**config.mk**
```make
export PLATFORM = sky130hd
export DESIGN_NAME = mem_port_arbiter
export DESIGN_NICKNAME = d
export VERILOG_FILES = /design/src/rtl/mem_arb_pkg.sv /design/src/rtl/mem_arb_starve_ctr.sv /design/src/rtl/mem_port_arbiter.sv
export SDC_FILE = /design/constraint.sdc
export NUM_CORES = 1
export LEC_CHECK = 0
export CORE_ASPECT_RATIO = 0.8
export CORE_MARGIN = 1.5
export CORE_UTILIZATION = 43
export CTS_CLUSTER_DIAMETER = 50
export DETAILED_ROUTE_END_ITERATION = 10
export HOLD_SLACK_MARGIN = 0.06
export PLACE_DENSITY = 0.86
export SLEW_MARGIN = 25
export SYNTH_ARGS = -nofsm -noshare
export SYNTH_HDL_FRONTEND = slang
export SYNTH_SLANG_ARGS = --single-unit
```
**constraint.sdc**
```tcl
create_clock -name clk -period 2.1 [get_ports clk]
set_clock_uncertainty 0.1 [all_clocks]
set_input_delay 0.525 -clock clk [delete_from_list [all_inputs] [get_ports clk]]
set_output_delay 0.525 -clock clk [all_outputs]
set_load 0.03 [all_outputs]
```
**src/rtl/mem_arb_pkg.sv**
```systemverilog
// Shared types and constants for the memory-port arbiter: FSM states,
// owner encoding and the width of the latency and starvation counters.
package mem_arb_pkg;

  localparam int CNT_W = 4;

  typedef enum logic {
    ST_IDLE,
    ST_ACCESS
  } state_t;

  typedef enum logic {
    OWN_IF,
    OWN_LS
  } owner_t;

endpackage

```
**src/rtl/mem_arb_starve_ctr.sv**
```systemverilog
// Starvation counter: counts load/store wins while fetch waits and raises
// force_if once starve_limit consecutive wins have gone by. Used with MEM_ARB_STARVE_EN.
module mem_arb_starve_ctr
  import mem_arb_pkg::*;
#(
  parameter int starve_limit = 4
) (
  input  logic clk,
  input  logic rst,
  input  logic ls_win,
  input  logic if_req,
  input  logic if_win,
  input  logic idle,
  output logic force_if
);

  localparam logic [CNT_W-1:0] LIMIT = CNT_W'(starve_limit);

  logic [CNT_W-1:0] cnt_q;

  always_ff @(posedge clk or negedge rst) begin
    if (!rst) begin
      cnt_q <= '0;
    end else if (idle) begin
      if (if_win || !if_req) begin
        cnt_q <= '0;
      end else if (ls_win && (cnt_q != LIMIT)) begin
        cnt_q <= cnt_q + 1'b1;
      end
    end
  end

  assign force_if = (cnt_q == LIMIT);

endmodule

```
**src/rtl/mem_port_arbiter.sv**
```systemverilog
// Shares one memory_unit port between fetch (if_*) and load/store (ls_*) with a
// fixed access latency. Optional fetch anti-starvation under MEM_ARB_STARVE_EN.
module mem_port_arbiter
  import mem_arb_pkg::*;
#(
  parameter int word_size    = 32,
  parameter int mem_latency  = 2,
  parameter int starve_limit = 4
) (
  input  logic                 clk,
  input  logic                 rst,
  input  logic                 if_req,
  input  logic [word_size-1:0] if_addr,
  output logic                 if_gnt,
  output logic                 if_rvalid,
  output logic [word_size-1:0] if_rdata,
  input  logic                 ls_req,
  input  logic                 ls_we,
  input  logic [word_size-1:0] ls_addr,
  input  logic [word_size-1:0] ls_wdata,
  output logic                 ls_gnt,
  output logic                 ls_rvalid,
  output logic [word_size-1:0] ls_rdata,
  output logic [word_size-1:0] mem_addr,
  output logic [word_size-1:0] mem_wdata,
  output logic                 mem_read,
  output logic                 mem_write,
  input  logic [word_size-1:0] mem_rdata,
  output logic                 busy
);

  localparam logic [CNT_W-1:0] LAT_LOAD = CNT_W'(mem_latency - 1);

  state_t                 state_q, state_d;
  owner_t                 owner_q;
  logic [CNT_W-1:0]       cnt_q;
  logic [word_size-1:0]   addr_q, wdata_q;
  logic                   we_q;
  logic                   idle, if_win, ls_win;

  // Grants are gated by reset so every output reads 0 while rst is low.
  assign idle = (state_q == ST_IDLE) && rst;

`ifdef MEM_ARB_STARVE_EN
  logic force_if;

  mem_arb_starve_ctr #(
    .starve_limit(starve_limit)
  ) u_starve_ctr (
    .clk     (clk),
    .rst     (rst),
    .ls_win  (ls_win),
    .if_req  (if_req),
    .if_win  (if_win),
    .idle    (idle),
    .force_if(force_if)
  );

  assign if_win = idle && if_req && (!ls_req || force_if);
  assign ls_win = idle && ls_req && !if_win;
`else
  logic unused_ok;
  assign unused_ok = ^(CNT_W'(starve_limit));

  assign ls_win = idle && ls_req;
  assign if_win = idle && if_req && !ls_req;
`endif

  assign if_gnt = if_win;
  assign ls_gnt = ls_win;

  always_ff @(posedge clk or negedge rst) begin
    if (!rst) state_q <= ST_IDLE;
    else      state_q <= state_d;
  end

  always_comb begin
    state_d = state_q;
    case (state_q)
      ST_IDLE:   if (if_win || ls_win) state_d = ST_ACCESS;
      ST_ACCESS: if (cnt_q == '0)      state_d = ST_IDLE;
      default:   state_d = ST_IDLE;
    endcase
  end

  // Request capture at grant; completion and rdata update at the last access edge.
  always_ff @(posedge clk or negedge rst) begin
    if (!rst) begin
      owner_q   <= OWN_IF;
      cnt_q     <= '0;
      addr_q    <= '0;
      wdata_q   <= '0;
      we_q      <= 1'b0;
      if_rdata  <= '0;
      ls_rdata  <= '0;
      if_rvalid <= 1'b0;
      ls_rvalid <= 1'b0;
    end else begin
      if_rvalid <= 1'b0;
      ls_rvalid <= 1'b0;
      if (state_q == ST_IDLE) begin
        if (ls_win) begin
          owner_q <= OWN_LS;
          addr_q  <= ls_addr;
          wdata_q <= ls_wdata;
          we_q    <= ls_we;
          cnt_q   <= LAT_LOAD;
        end else if (if_win) begin
          owner_q <= OWN_IF;
          addr_q  <= if_addr;
          we_q    <= 1'b0;
          cnt_q   <= LAT_LOAD;
        end
      end else if (cnt_q == '0) begin
        if (owner_q == OWN_IF) begin
          if_rdata  <= mem_rdata;
          if_rvalid <= 1'b1;
        end else begin
          if (!we_q) ls_rdata <= mem_rdata;
          ls_rvalid <= 1'b1;
        end
      end else begin
        cnt_q <= cnt_q - 1'b1;
      end
    end
  end

  assign mem_addr  = addr_q;
  assign mem_wdata = wdata_q;
  assign mem_read  = (state_q == ST_ACCESS) && !we_q;
  assign mem_write = (state_q == ST_ACCESS) && we_q;
  assign busy      = (state_q != ST_IDLE);

endmodule

```
# [Yosys cells after proc, flatten, opt, wreduce, memory -nomap -nowiden]
# Index checks and enable logic that the tools add are counted.
[totals] mem_bits_ro=0 latch_bits=0 inputBits=133 register_bits=137 output_inout_bits=135 n_memories=0 ramBits=0 elab_cells=50
[op_classes] n_reduce_logical=17 n_mul=0 muxes=18 n_bitwise=3 shift=0 n_eq_ne=1 n_lt_le_gt_ge=0 n_addsub=1 div=0
[op_table] cell="32-bit two-way mux" count=2
[op_table] cell="4-bit two-way mux" count=4
[op_table] cell="1-bit two-way mux" count=11
[op_table] cell="1-bit logical AND" count=6
[op_table] cell="2-bit AND reduction" count=3
[op_table] cell="4-bit zero test" count=1
[op_table] cell="4-bit AND reduction" count=1
[op_table] cell="4-bit by 1-bit subtractor with 4-bit output (second input constant)" count=1
[op_table] cell="1-bit NOT" count=3
[op_table] cell="3-bit AND reduction" count=1
[op_table] cell="3-bit nonzero test" count=1
[op_table] cell="1-bit zero test" count=2
[op_table] cell="2-bit != test (second input constant)" count=1
[op_table] cell="1-bit case mux with 2 select lines" count=1
[op_table] cell="2-bit nonzero test" count=1
[op_table] cell="1-bit logical OR" count=1

# [Logic depth before layout (Yosys ltp)]
[depth] depth_word=7 mapped_depth=7 mapped_depth_nobuf=5

# [Least setup slack after synthesis]
# No wires, ideal clock.
[synth_timing] path_type="input-to-output" start="input if_req" end="output if_gnt" setup_slack_ns=-0.045 t_arrival_ns=1.520 n_path_buf=2 required_ns=1.475 path_stages=4 path_cell_list="clkbuf_1 -> clkbuf_1 -> nand2_1 -> nor2_1"
[synth_via] elab_chain_len=2
[synth_lines] item="start: declaration" line="mem_port_arbiter.sv:12" source="input logic if_req,"
[synth_lines] item="1-bit logical AND (2 in series)" line="mem_port_arbiter.sv:66" source="assign if_win = idle && if_req && !ls_req;"
[synth_lines] item="end: declaration" line="mem_port_arbiter.sv:14" source="output logic if_gnt,"
# No other way between the ends.

# [Worst setup path in the final report]
[layout_timing] start="register ls_rdata[24]" end="output ls_rdata[24]"
[layout_lines] item="start: declaration" line="mem_port_arbiter.sv:23" source="output logic [word_size-1:0] ls_rdata,"
[layout_lines] item="start signal: assignment" line="mem_port_arbiter.sv:119" source="if (!we_q) ls_rdata <= mem_rdata;"
# No word-level cell between the ends.

==> reports/metrics.cfg <==
[clock_tree]
insertion_delay_ps=410
root_buffer=clkbuf_16
cts_htree_levels=4
cts_tree=done
cts_setup_buffers=0
clock_sinks=137
cts.clk_slew.worst_paths_ps=60
clock_path_buffers=2
cts_buffers=17

[hold_path]
hold_path_class=in2async

[power]
p_sw_uw=6400
power-per-cell-area_nw_per_um2=1670
power_frac_comb_pct=51.0
netSwitchingFraction_pct=39.3
p_int_uw=9880
seqPwrFrac_pct=29.7
leakage_uw=0.00473
ir_drop_uv=1240
clkPwrFrac_pct=19.3

[drt]
vias=4737
first_pass_iters=4
wl_per_cell_um=19.6
drc=0
drt_iter0_markers=294
drtAntennaViolNets=0
viasPerCell=5.27
totalWireLength_mm=17.7

[synthesis]
async_reset_ff_share_pct=100
ys_ff_latch=137
synth_ff_type=dfrtp_1
synth_top_area_cell=dfrtp_1
synth-simple-area-share_pct=10.1
synth_compound_area_share_pct=8.67
synth_edf_count=0
synth-xor-area-share_pct=0
synth_top_area_share_pct=55.3
synthMuxAreaShare_pct=21.3
ys_warn_count=0
synth_top_family_by_area=multiplexers
yosysUniqueCellTypes=30
ys_seq_area_share_pct=55.3
synth-adder-area-share_pct=0.202
synth_cells=435
synth.avg_cell_area_um2=14.3
synth_area_leaders=dfrtp_1, mux2_4, mux2_2
synth_nets=569
netlist_area_um2=6200

[die]
core-area_um2=14200
row_count=39
dieHeight_um=110
dieArea_um2=15200
ios=268
die_w_um=137
initial_core_util_pct=43.7

[setup_path]
path_cells=clkdlybuf4s50_1
rrSetupSlack_ps=150
worstSetupPathType=reg2out
worstPathRequired_ps=1470
crit_path_max_fanout=2
cp-end-kind=output port
crit_path_start_kind=register
slowest_stage=clkdlybuf4s50_1
critPathTopFamily=buffers and inverters
worstPathArrival_ps=1450
crit_path_max_incr_delay_ps=670
critPathBufInv=1

[sta]
setup_viol=0
worst_slew_pin_slew_ps=613
slew_violations=0
relSlewSlack_pct=59.2
final.min_clock_period_ps=2070
finalHoldViolCount=0
max_freq_ghz=0.482
period_share_pct=98.7

[global_route]
grt_pass1_vias=5178
grt_max_degree=120
antenna_found_initial=0
grt-ovfl-total=0
grt_pass1_wl_mm=27.2
grt_usage_pct=23.3

[final_layout]
nets=837
syn_to_final_growth_pct=57.5
layout_common_cells=clkdlybuf4s50_1, dfrtp_1, dlymetal6s2s_1
final_util_pct=68.8
final_layout_size_suffix_gt1_share_pct=22.0
diodes=0
final_common_cell=clkdlybuf4s50_1
final_cells=899
fill_cells=949

[placement]
gp_congestion=0.856
io_buffers=267
dp_cells=867
hpwlAfterDp_mm=12.1

[run]
max_cap_viol_count=0

[status]
outcome=finished, final reports clean

stage by stage:
step	TNS, ps	instance area, µm²	worst slack (ps)	power, µW	hold WS [ps]
2_1_floorplan	0	6210	72.4	9980	129
3_3_place_gp	0	9060	26.9	13400	390
3_5_place_dp	-617	9060	-33.0	13600	391
4_1_cts	0	9620	0.0616	16500	130
5_1_grt	-1.75	9770	-1.64	17000	131
6_report	0	9770	26.5	16300	101
what timing repair did:
item | 4_1_cts | 5_1_grt
gates resized for setup | 56 | 60
endpoints found under the setup margin | 56 | 60
endpoints found under the hold margin | 14 | 0
hold buffers | 1 | 0
power groups by stage:
stage / combinational (µW) / clock, µW / sequential (µW)
floorplan: 2660 / 0 / 7310
global placement: 8600 / 0 / 4790
detailed placement: 8750 / 0 / 4890
CTS: 8430 / 3200 / 4860
global route: 8670 / 3310 / 5010
finish: 8290 / 3150 / 4830
Yosys cell counts, drive strengths merged, types with 2 or more instances:
master,count
a21oi,32
mux2,97
nor2b,2
nor2,3
o21ai,5
and2,3
nand3b,2
buf,19
a221o,32
clkbuf,19
nand2,2
nand2b,35
dfrtp,137
nand4b,32
inv,4
layer usage:
layer,routed length [µm],track usage [%]
met2,8980,39.2
met1,6830,27.0
met5,0,0
met3,1440,7.85
met4,399,9.47
area by class of cell:
cell class              instances  area (µm²)  share of cell area, %
clock buffers                  23         468                   4.79
clock inverters                 8         144                   1.47
inverters                       4        15.0                  0.154
multi-input cells             256        2500                   25.6
flip-flops and latches        137        3430                   35.1
well taps                     184         230                   2.36
repair buffers                287        2980                   30.5
worst paths after layout:
| check | startpoint | end | cells after the start |
|---|---|---|---|
| worst max-delay path | ls_rdata[24] | ls_rdata[24] | 1 |
| worst min-delay path | rst | mem_addr[14] | 2 |
| worst max register to register | cnt_q[0] | if_rdata[30] | 6 |
| worst min register to register | if_rdata[24] | if_rdata[24] | 1 |
| max in group asynchronous | rst | mem_wdata[16] | 4 |
| min in group clk | if_rdata[24] | if_rdata[24] | 1 |
state kept, by name (all words and copies together), names as in the netlist:
register / flops
busy: 1
mem_addr: 32
we_q: 1
ls_rvalid: 1
mem_wdata: 32
if_rdata: 32
ls_rdata: 32
owner_q: 1
if_rvalid: 1
cnt_q: 4
cell families after synthesis:
family	after synthesis
and+or+nand+nor	84
DFF	137
buffers and inverters	42
muxes	98
AOI/OAI and AO/OA	73
adders and majority gates	1
Note: power is estimated with default switching activity, not from simulation.
